**src/rtl/mul12u_acc_stage.sv**
```systemverilog
// Accumulate stage for truncated 12x12 unsigned multiplier products: sums each
// packet of products and holds one saturating result per packet on a valid/ready output.
module mul12u_acc_stage #(
  parameter int PW    = 24,
  parameter int AW    = 32,
  parameter int TRUNC = 12,
  parameter int CW    = 8
) (
  input  logic          clk,
  input  logic          rst,
  input  logic          in_valid,
  output logic          in_ready,
  input  logic [PW-1:0] in_prod,
  input  logic          in_last,
  output logic          out_valid,
  input  logic          out_ready,
  output logic [AW-1:0] out_sum,
  output logic [CW-1:0] out_count,
  output logic          out_sat,
  output logic          lsb_err
);

  localparam int SW = AW - TRUNC;
  localparam int BW = PW - TRUNC;

  typedef enum logic {
    ST_ACC,
    ST_HOLD
  } state_t;

  state_t        state;
  state_t        state_next;
  logic [SW-1:0] acc;
  logic [CW-1:0] count;
  logic          sat;
  logic          lsb_seen;

  logic          beat_fire;
  logic          release_fire;
  logic [SW:0]   sum_wide;
  logic          overflow;
  logic          lsb_bad;

  assign beat_fire    = in_valid && (state == ST_ACC);
  assign release_fire = out_ready && (state == ST_HOLD);

  // One extra bit catches carry-out of the stored upper product bits.
  assign sum_wide = {1'b0, acc} + {{(SW + 1 - BW){1'b0}}, in_prod[PW-1:TRUNC]};
  assign overflow = sum_wide[SW];
  assign lsb_bad  = |in_prod[TRUNC-1:0];

  always_ff @(posedge clk) begin
    if (rst) begin
      state <= ST_ACC;
    end else begin
      state <= state_next;
    end
  end

  always_comb begin
    state_next = state;
    case (state)
      ST_ACC:  if (beat_fire && in_last) state_next = ST_HOLD;
      ST_HOLD: if (out_ready) state_next = ST_ACC;
      default: state_next = ST_ACC;
    endcase
  end

  always_ff @(posedge clk) begin
    if (rst) begin
      acc      <= '0;
      count    <= '0;
      sat      <= 1'b0;
      lsb_seen <= 1'b0;
    end else if (release_fire) begin
      acc   <= '0;
      count <= '0;
      sat   <= 1'b0;
    end else if (beat_fire) begin
      acc   <= overflow ? {SW{1'b1}} : sum_wide[SW-1:0];
      count <= (&count) ? count : count + 1'b1;
      sat   <= sat | overflow;
      if (lsb_bad) begin
        lsb_seen <= 1'b1;
      end
    end
  end

  assign in_ready  = (state == ST_ACC);
  assign out_valid = (state == ST_HOLD);
  assign out_sum   = {acc, {TRUNC{1'b0}}};
  assign out_count = count;
  assign out_sat   = sat;
  assign lsb_err   = lsb_seen;

endmodule

```
**config.mk**
```make
export PLATFORM = sky130hd
export DESIGN_NAME = mul12u_acc_stage
export DESIGN_NICKNAME = d
export VERILOG_FILES = /design/src/rtl/mul12u_acc_stage.sv
export SDC_FILE = /design/constraint.sdc
export NUM_CORES = 1
export LEC_CHECK = 0
export BUFFER_PORTS_ARGS = -buffer_cell sky130_fd_sc_hd__buf_2
export CORE_MARGIN = 4
export CORE_UTILIZATION = 49
export CTS_CLUSTER_SIZE = 20
export DETAILED_ROUTE_END_ITERATION = 12
export PLACE_DENSITY_LB_ADDON = 0.3
export SYNTH_ARGS = -nofsm -noshare
export SYNTH_HDL_FRONTEND = slang
export SYNTH_SLANG_ARGS = --single-unit
```
**constraint.sdc**
```tcl
create_clock -name clk -period 2.9 [get_ports clk]
set_input_delay 0.29 -clock clk [delete_from_list [all_inputs] [get_ports clk]]
set_output_delay 0.29 -clock clk [all_outputs]
set_load 0.1 [all_outputs]
```
==> flow_metrics.py <==
metrics = {
    "placed_design": {
        "place_ws_ps": 277,
        "placed_cell_area_mm2": 0.00218,
        "portBuffers": 60,
        "gp_congestion": 0.910,
        "place_hpwl_um": 3220,
    },
    "floorplan": {
        "die_w_um": 70.2,
        "io_pins": 73,
        "start_util_pct": 51.3,
        "num_rows": 22,
        "dieArea_mm2": 0.00492,
        "fp.coreArea_mm2": 0.00369,
        "dieHeight_um": 70.2,
    },
    "logic_synthesis": {
        "synthFlopType": "dfxtp_1",
        "async_reset_ff_share_pct": 0,
        "ys.warnings.count": 0,
        "synth_area_mm2": 0.00189,
        "synth-seq-cells": 31,
        "ys_types": 41,
        "ys_seq_area_share_pct": 32.8,
        "postSynthAreaPerCell_um2": 9.10,
        "synth-edff-count": 0,
        "syn_inst": 208,
    },
    "timing": {
        "slew-limit-headroom_pct": 42.0,
        "hold_viol_final": 0,
        "min_period_over_period_pct": 86.7,
        "hold_ws_ps": 194,
        "min_period_ps": 2510,
        "tightest_slew_ps": 864,
        "slew_violations": 0,
        "tns_ps": 0,
        "worst_slack_ps": 386,
        "setup_violations": 0,
        "rsz0062_at_grt": "false",
        "max_freq_ghz": 0.398,
        "fin_worst_skew_ps": 5.19,
    },
    "cts": {
        "cts.htree.levels": 2,
        "cts_tree": "done",
        "cts_setup_buffers": 0,
        "root_buffer": "clkbuf_8",
        "clk_latency_ps": 270,
        "ctsHoldBuffers": 0,
        "clock_path_buffers": 2,
        "cts.clk_slew.worst_paths_ps": 60,
        "cts-resized-gates": 0,
        "numCtsBuffers": 5,
        "clock_sinks": 31,
    },
    "global_routing": {
        "grt_pass1_wl_um": 7000,
        "grt_pass1_vias": 1604,
        "grt.overflow.total": 0,
        "grt.total_usage_pct": 16.9,
        "grt_max_degree": 21,
        "antenna_found_initial": 0,
    },
    "routing": {
        "ant_nets": 0,
        "vias": 1725,
        "drt_iter0_markers": 112,
        "routed_wl_um": 4180,
        "viasPerCell": 5.46,
        "drc": 0,
        "wl_per_cell_um": 13.2,
        "dr.pass1.iters": 4,
    },
    "finish": {
        "fin_util_pct": 61.4,
        "drive_gt1_share_pct": 27.6,
        "fin_nets": 311,
        "area_delta_synth_final_pct": 19.6,
        "fill_cells": 354,
        "antennaDiodeCount": 0,
        "layout_commonest_cell": "buf_2",
        "final_area_mm2": 0.00226,
        "layout_common_cells": "60 x buf_2, 31 x dfxtp_1, 18 x a21oi_1, 13 x nor2_1, 13 x ha_1",
    },
    "critical_path": {
        "cp.required_ps": 3060,
        "reg2reg_depth": 8,
        "crit_type": "reg -> reg",
        "arrival_ps": 2670,
        "endpoint_kind": "register",
        "cp_max_fo": 12,
        "cp-start-kind": "register",
    },
    "min_path": {
        "hp-class": "in -> reg",
        "hold_depth": 2,
    },
    "power_and_ir_drop": {
        "p_leak_uw": 0.00107,
        "peakVddDrop_mv": 0.324,
        "power_density_mw_per_mm2": 596,
    },
    "run": {
        "maxCapViolations": 0,
    },
    "status": {
        "status": "complete, no violations",
    },
}
flip-flops by register name, indices dropped and copies added, names as in the netlist:
name	cells
out_valid	1
acc	20
out_sat	1
lsb_err	1
out_count	8
cells in the mapped netlist, types with 2 or more instances:
| cell type | number | share of area [%] |
|---|---|---|
| a211oi_1 | 2 | 0.79 |
| a21o_1 | 6 | 2.4 |
| a21oi_1 | 18 | 4.8 |
| a31oi_1 | 4 | 1.3 |
| a32oi_1 | 2 | 0.93 |
| and3_1 | 8 | 2.6 |
| buf_2 | 2 | 0.53 |
| buf_4 | 13 | 5.2 |
| clkbuf_1 | 3 | 0.59 |
| dfxtp_1 | 31 | 33 |
| ha_1 | 13 | 8.6 |
| inv_1 | 3 | 0.59 |
| nand2_1 | 9 | 1.8 |
| nand3_1 | 7 | 1.9 |
| nand4_1 | 8 | 2.6 |
| nor2_1 | 13 | 2.6 |
| nor4_1 | 3 | 0.99 |
| o21a_1 | 2 | 0.79 |
| o21ai_0 | 4 | 1.1 |
| o21ai_1 | 3 | 0.79 |
| o21bai_1 | 5 | 2.0 |
| o221a_1 | 12 | 7.1 |
| or3_1 | 3 | 0.99 |
| xnor2_1 | 10 | 4.6 |
| xor2_1 | 8 | 3.7 |
per-stage QoR:
step | total power (uW) | instances
2_1_floorplan | 950 | 219
3_3_place_gp | 1020 | 309
3_5_place_dp | 1020 | 309
4_1_cts | 1360 | 316
5_1_grt | 1420 | 316
6_report | 1350 | 316
power by group:
| part | leakage [uW] | total [uW] | switching, uW | internal [uW] |
|---|---|---|---|---|
| Combinational | 0.000770 | 539 | 405 | 134 |
| Clock | 0.0000470 | 336 | 150 | 186 |
| Sequential | 0.000253 | 475 | 22.8 | 452 |
| Total | 0.00107 | 1350 | 578 | 772 |
cells by family (layout without fill, tap and decap cells):
| group | after synthesis | after routing | synth area share, % |
|---|---|---|---|
| other | 1 | 12 | 0.198 |
| buffers and inverters | 23 | 72 | 7.67 |
| adder cells (fa/ha/maj) | 14 | 14 | 9.65 |
| XOR/XNOR | 18 | 18 | 8.33 |
| AND/OR/NAND/NOR | 56 | 56 | 15.6 |
| AO/OA/AOI/OAI | 64 | 64 | 25.2 |
| flip-flops | 31 | 31 | 32.8 |
| multiplexers | 1 | 1 | 0.529 |
critical path, cell delays in order, from the launching register on:
cell and delay (ps):
dfxtp_1 320, ha_1 220, fa_1 420, a21o_1 220, a221oi_2 380, nor3_2 90, nor2_1 100, o21ai_1 310
o221a_1 340
routing by layer:
| metal | vias up | part of all wire, % | global-route usage, % |
|---|---|---|---|
| met2 | 50 | 48 | 27.7 |
| met1 | 790 | 45 | 21.8 |
| met4 | 0 | 0.81 | 5.53 |
| met5 | - | 0 | 0 |
| met3 | 5 | 6.2 | 4.03 |
| li1 | 880 | - | - |
layout make-up:
type	count	area (um^2)	share of cell area, %
clock inverter	1	5.00	0.221
multi-input combinational	165	1170	51.6
tap	48	60.1	2.65
timing repair buffer	62	315	13.9
sequential	31	621	27.4
clock buffer	6	82.6	3.65
inverter	3	11.3	0.498
path summary, 6_finish.rpt:
check | slack, ps | startpoint | endpoint
max reg2reg | 390 | acc[0] | acc[7]
min | 190 | rst | lsb_err
max | 390 | acc[0] | acc[7]
min reg2reg | 470 | out_sat | out_sat
(Power assumes the default switching activity.)
